[config.mk]
export PLATFORM = sky130hd
export DESIGN_NAME = signal_conflict_monitor
export DESIGN_NICKNAME = d
export VERILOG_FILES = /design/src/rtl/traffic_pkg.sv /design/src/rtl/signal_pattern_decoder.sv /design/src/rtl/signal_conflict_monitor.sv
export SDC_FILE = /design/constraint.sdc
export NUM_CORES = 1
export LEC_CHECK = 0
export ABC_AREA = 1
export CAP_MARGIN = 10
export CORE_MARGIN = 1
export CORE_UTILIZATION = 35
export DETAILED_ROUTE_END_ITERATION = 8
export PLACE_DENSITY_LB_ADDON = 0.15
export SETUP_SLACK_MARGIN = 0.4
export SYNTH_ARGS = -nofsm -noshare
export SYNTH_HDL_FRONTEND = slang
export SYNTH_SLANG_ARGS = --single-unit
[constraint.sdc]
create_clock -name clk -period 2.18 [get_ports clk]
set_clock_uncertainty 0.05 [all_clocks]
set_input_delay 0.436 -clock clk [delete_from_list [all_inputs] [get_ports clk]]
set_output_delay 0.436 -clock clk [all_outputs]
set_load 0.02 [all_outputs]
[src/rtl/traffic_pkg.sv]
// rtl/traffic_pkg.sv - shared lamp patterns, monitor states, fault codes and defaults
package traffic_pkg;

  localparam int YEL_MIN_DEF    = 2;
  localparam int YEL_MAX_DEF    = 8;
  localparam int FLASH_HALF_DEF = 4;

  // Lamp vector order is {Ra, Ga, Ya, Rb, Gb, Yb}
  localparam logic [5:0] PAT_A_GO  = 6'b010_100;
  localparam logic [5:0] PAT_A_YEL = 6'b001_100;
  localparam logic [5:0] PAT_B_GO  = 6'b100_010;
  localparam logic [5:0] PAT_B_YEL = 6'b100_001;
  localparam logic [5:0] PAT_ALL_RED = 6'b100_100;

  typedef enum logic [2:0] {
    ST_INIT  = 3'd0,
    ST_A_GO  = 3'd1,
    ST_A_YEL = 3'd2,
    ST_B_GO  = 3'd3,
    ST_B_YEL = 3'd4,
    ST_FAULT = 3'd5
  } mon_state_t;

  typedef enum logic [2:0] {
    FC_NONE       = 3'd0,
    FC_LAMP       = 3'd1,
    FC_CONFLICT   = 3'd2,
    FC_TRANSITION = 3'd3,
    FC_YEL_SHORT  = 3'd4,
    FC_YEL_LONG   = 3'd5
  } fault_code_t;

  function automatic mon_state_t next_phase(input mon_state_t s);
    case (s)
      ST_A_GO:  return ST_A_YEL;
      ST_A_YEL: return ST_B_GO;
      ST_B_GO:  return ST_B_YEL;
      ST_B_YEL: return ST_A_GO;
      default:  return ST_INIT;
    endcase
  endfunction

endpackage

[src/rtl/signal_pattern_decoder.sv]
// rtl/signal_pattern_decoder.sv - classifies the six lamp drives into a legal phase or an error
module signal_pattern_decoder
  import traffic_pkg::*;
(
  input  logic       ra_i,
  input  logic       ga_i,
  input  logic       ya_i,
  input  logic       rb_i,
  input  logic       gb_i,
  input  logic       yb_i,
  output mon_state_t pat_state_o,
  output logic       lamp_err_o,
  output logic       conflict_err_o
);

  logic [5:0] lamps;
  logic       a_one;
  logic       b_one;

  assign lamps = {ra_i, ga_i, ya_i, rb_i, gb_i, yb_i};
  assign a_one = (ra_i ^ ga_i ^ ya_i) & ~(ra_i & ga_i & ya_i);
  assign b_one = (rb_i ^ gb_i ^ yb_i) & ~(rb_i & gb_i & yb_i);

  // All-red has one lamp per direction but is not a phase the controller may show
  assign lamp_err_o     = ~(a_one & b_one) | (lamps == PAT_ALL_RED);
  assign conflict_err_o = (ga_i | ya_i) & (gb_i | yb_i);

  always_comb begin
    pat_state_o = ST_INIT;
    case (lamps)
      PAT_A_GO:  pat_state_o = ST_A_GO;
      PAT_A_YEL: pat_state_o = ST_A_YEL;
      PAT_B_GO:  pat_state_o = ST_B_GO;
      PAT_B_YEL: pat_state_o = ST_B_YEL;
      default:   pat_state_o = ST_INIT;
    endcase
  end

endmodule

[src/rtl/signal_conflict_monitor.sv]
// rtl/signal_conflict_monitor.sv - lamp-sequence monitor with latched fault code and flashing red
module signal_conflict_monitor
  import traffic_pkg::*;
#(
  parameter int YEL_MIN    = YEL_MIN_DEF,
  parameter int YEL_MAX    = YEL_MAX_DEF,
  parameter int FLASH_HALF = FLASH_HALF_DEF
) (
  input  logic       clk,
  input  logic       rst,
  input  logic       Ra,
  input  logic       Ga,
  input  logic       Ya,
  input  logic       Rb,
  input  logic       Gb,
  input  logic       Yb,
  input  logic       fault_clr,
  output logic       fault,
  output logic [2:0] fault_code,
  output logic       flash,
  output logic [7:0] cycles,
  output logic [2:0] mon_state
);

  localparam logic [7:0] YEL_MIN_C  = 8'(YEL_MIN);
  localparam logic [7:0] YEL_MAX_C  = 8'(YEL_MAX);
  localparam logic [7:0] FLASH_LAST = 8'(FLASH_HALF - 1);

  mon_state_t  state_q, state_d;
  fault_code_t code_q, code_d;
  fault_code_t viol;
  logic        fault_q, fault_d;
  logic        flash_q, flash_d;
  logic [7:0]  dwell_q, dwell_d;
  logic [7:0]  fcnt_q, fcnt_d;
  logic [7:0]  cycles_q, cycles_d;
  logic [7:0]  dwell_inc;
  logic        in_yellow;

  mon_state_t  pat_state;
  logic        lamp_err;
  logic        conflict_err;

  signal_pattern_decoder u_decoder (
    .ra_i           (Ra),
    .ga_i           (Ga),
    .ya_i           (Ya),
    .rb_i           (Rb),
    .gb_i           (Gb),
    .yb_i           (Yb),
    .pat_state_o    (pat_state),
    .lamp_err_o     (lamp_err),
    .conflict_err_o (conflict_err)
  );

  assign dwell_inc = (dwell_q == 8'hFF) ? 8'hFF : dwell_q + 8'd1;
  assign in_yellow = (state_q == ST_A_YEL) || (state_q == ST_B_YEL);

  always_ff @(posedge clk) begin
    if (rst) begin
      state_q  <= ST_INIT;
      code_q   <= FC_NONE;
      fault_q  <= 1'b0;
      flash_q  <= 1'b0;
      dwell_q  <= 8'd0;
      fcnt_q   <= 8'd0;
      cycles_q <= 8'd0;
    end else begin
      state_q  <= state_d;
      code_q   <= code_d;
      fault_q  <= fault_d;
      flash_q  <= flash_d;
      dwell_q  <= dwell_d;
      fcnt_q   <= fcnt_d;
      cycles_q <= cycles_d;
    end
  end

  always_comb begin
    state_d  = state_q;
    code_d   = code_q;
    fault_d  = fault_q;
    flash_d  = flash_q;
    dwell_d  = dwell_q;
    fcnt_d   = fcnt_q;
    cycles_d = cycles_q;
    viol     = FC_NONE;

    case (state_q)
      ST_FAULT: begin
        if (fault_clr) begin
          state_d = ST_INIT;
          code_d  = FC_NONE;
          fault_d = 1'b0;
          flash_d = 1'b0;
          fcnt_d  = 8'd0;
          dwell_d = 8'd0;
        end else begin
          dwell_d = dwell_inc;
          if (fcnt_q == FLASH_LAST) begin
            flash_d = ~flash_q;
            fcnt_d  = 8'd0;
          end else begin
            fcnt_d = fcnt_q + 8'd1;
          end
        end
      end
      ST_INIT: begin
        if (lamp_err)          viol = FC_LAMP;
        else if (conflict_err) viol = FC_CONFLICT;
        else begin
          state_d = pat_state;
          dwell_d = 8'd1;
        end
      end
      default: begin
        if (lamp_err)          viol = FC_LAMP;
        else if (conflict_err) viol = FC_CONFLICT;
        else if (pat_state == state_q) begin
          // Holding yellow is illegal once the next dwell value would pass YEL_MAX
          if (in_yellow && dwell_q >= YEL_MAX_C) viol = FC_YEL_LONG;
          else                                   dwell_d = dwell_inc;
        end else if (pat_state == next_phase(state_q)) begin
          if (in_yellow && dwell_q < YEL_MIN_C) viol = FC_YEL_SHORT;
          else begin
            state_d = pat_state;
            dwell_d = 8'd1;
            if (state_q == ST_B_YEL) cycles_d = cycles_q + 8'd1;
          end
        end else begin
          viol = FC_TRANSITION;
        end
      end
    endcase

    if (viol != FC_NONE) begin
      state_d = ST_FAULT;
      code_d  = viol;
      fault_d = 1'b1;
      flash_d = 1'b1;
      fcnt_d  = 8'd0;
      dwell_d = 8'd1;
    end
  end

  assign fault      = fault_q;
  assign fault_code = code_q;
  assign flash      = flash_q;
  assign cycles     = cycles_q;
  assign mon_state  = state_q;

endmodule

==> reports/qor.csv <==
metric,value,unit
outcome,"finished, violations left",
violations,DRC,
final-setup-viol-count,0,
path_clk_slew,60,ps
final_common_cell,nand2_1,
ir_drop,0.0003782,V
min_period,2070,ps
first_pass_iters,6,
crit_path_end_kind,flip-flop,
rsz0062_at_grt,yes,
grt_use_total,0.1855,
gp_congestion,0.8508,
async_flop_share,0,
dp_slack,-690.1,ps
nNetsFinal,442,
min_period_over_period,0.9498,
synth_cells,341,
drive_above_1_share,0.3906,
fmax,0.4830,GHz
dpl_cell_area,2968,um2
final_cells,502,
worstPathRequired,2290,ps
setup_ws,109.5,ps
final_cell_mix,"nand2_1, buf_4, nor2_1",
floorplan.initialDensity,0.3616,
row_count,29,
syn_nets,359,
fillerInstances,612,
start_kind,input pin,
critical_path_class,input pin to flip-flop,
root_buffer,clkbuf_8,
detail-route-antenna-nets,0,
wl_per_cell,11.98,um
wl_met2,3.049,mm
port_buffers,24,
insertedDiodeCount,0,
synth-seq-area-share,0.2790,
hold_buffers,0,
fin_util,0.5456,
p_leak,1.590,nW
cts_sinks,32,
yosys_warnings,0,
final_max_slew_viol_count,0,
coreArea,6350,um2
drt-initial-drc-count,121,
drt-total-wl,6.016,mm
ys_ff_latch,32,
syn-cell-area,2296,um2
m1WireLength,2.765,mm
htree_num_levels,2,
final_hold_viol_count,0,
cts_tree,built,
die_x,82.99,um
first_global_vias,2360,
drv_cap,0,
dr_total_vias,2406,
cts_buffers,5,
tightest_slew,491.3,ps
dieArea,6887,um2
synth_edf_count,0,
yosysUniqueCellTypes,40,
drc,2,
grt_pass1_wl,10.47,mm
clkLatencyLatePin,270,ps
fin_area,3465,um2
worstHoldPathType,flip-flop to flip-flop,
area_growth,50.90,%
worstPathArrival,2180,ps
wl_met3,124,um
num_io_pins,25,
avgSynthCellArea,6.733,um2
cts_buffer_depth,2,
vias_per_cell,4.793,
slew_headroom,0.6695,
hpwlAfterDp,4.407,mm
maxUsedRoutingLayer,met4,
antenna_found_initial,0,
die_h,82.99,um
post-place-cells,478,
grt_max_degree,11,
p_per_area,510.0,nW/um2
critical_path.max_fanout,5,
grt_remaining_overflow,0,
ys.flop_type,dfxtp_1,
cell families after synthesis:
family	after synthesis	share of synthesized area
AOI/OAI and AO/OA	43	0.1150
and+or+nand+nor	193	0.4213
DFF	32	0.2790
xor gates and xnor gates	11	0.04196
adders and majority gates	9	0.04905
buffers and inverters	53	0.09373
stage by stage:
stage	total power [mW]	hold WS (ps)	TNS, ps
global route	1.873	461.0	0
floorplan	0.8895	415.5	0
global placement	1.057	431.4	-18310
finish	1.767	445.1	0
CTS	1.752	440.2	0
detailed placement	1.056	429.7	-19810
worst paths after layout:
path	startpoint	end	slack, ps	cells past startpoint
min	cycles[7]$_SDFFE_PP0P_	cycles[7]$_SDFFE_PP0P_	450	2
min reg2reg	cycles[7]$_SDFFE_PP0P_	cycles[7]$_SDFFE_PP0P_	450	2
max	Ga	flash$_SDFFE_PP0P_	110	19
max reg2reg	mon_state[2]$_SDFFE_PP0P_	flash$_SDFFE_PP0P_	200	14
Yosys cell counts (9+ instances only):
master	number	area share
dfxtp_1	32	0.28
inv_1	42	0.069
nor2_2	12	0.033
nand3_1	28	0.061
nor2_1	46	0.075
nand4_1	9	0.025
nand2_1	73	0.12
a21oi_1	21	0.046
ha_1	9	0.049
critical path: stages:
cell and delay (ps):
buf_6 70, buf_12 110, inv_16 30, ha_4 140, nand2_2 50, clkinv_2 60
nand3_4 100, nand2_4 80, nand2_2 70, nand2_1 60, nor2_2 110, nand2_2 100
nand2_1 90, nand2_2 80, nor2_8 190, nand2_8 90, buf_4 140, nor2_1 90
nor2_1 70
where the power goes:
group | internal [mW] | switching, mW
logic | 0.228 | 0.311
clock network | 0.403 | 0.208
registers | 0.600 | 0.0176
total | 1.23 | 0.537
flip-flops by register name, summed over array words and instances, names as in the netlist:
register    cells
mon_state       3
fault           1
flash           1
fault_code      3
fcnt_q          8
cycles          8
dwell_q         8
layout make-up:
| type | instances | area (um2) | share of cell area |
|---|---|---|---|
| flip-flops and latches | 32 | 644.4 | 0.1860 |
| clock inverters | 1 | 30.03 | 0.008667 |
| multi-input cells | 258 | 1727 | 0.4984 |
| repair buffers | 77 | 650.6 | 0.1878 |
| inverters | 50 | 220.2 | 0.06356 |
| clock buffers | 7 | 96.34 | 0.02781 |
| well taps | 77 | 96.34 | 0.02781 |
layer usage:
metal,track usage,vias to the layer above
li1,-,1264
met1,0.2370,1108
met2,0.3182,26
met3,0.03380,8
met4,0.05329,0
met5,0,-
repair_timing:
action | 4_1_cts | 5_1_grt
endpoints found under the setup margin | 42 | 35
buffers inserted | 11 | 3
gates cloned | 2 | 0
resized for setup | 78 | 26
pin swaps | 34 | 10
Power figures use the tool's default switching activity.
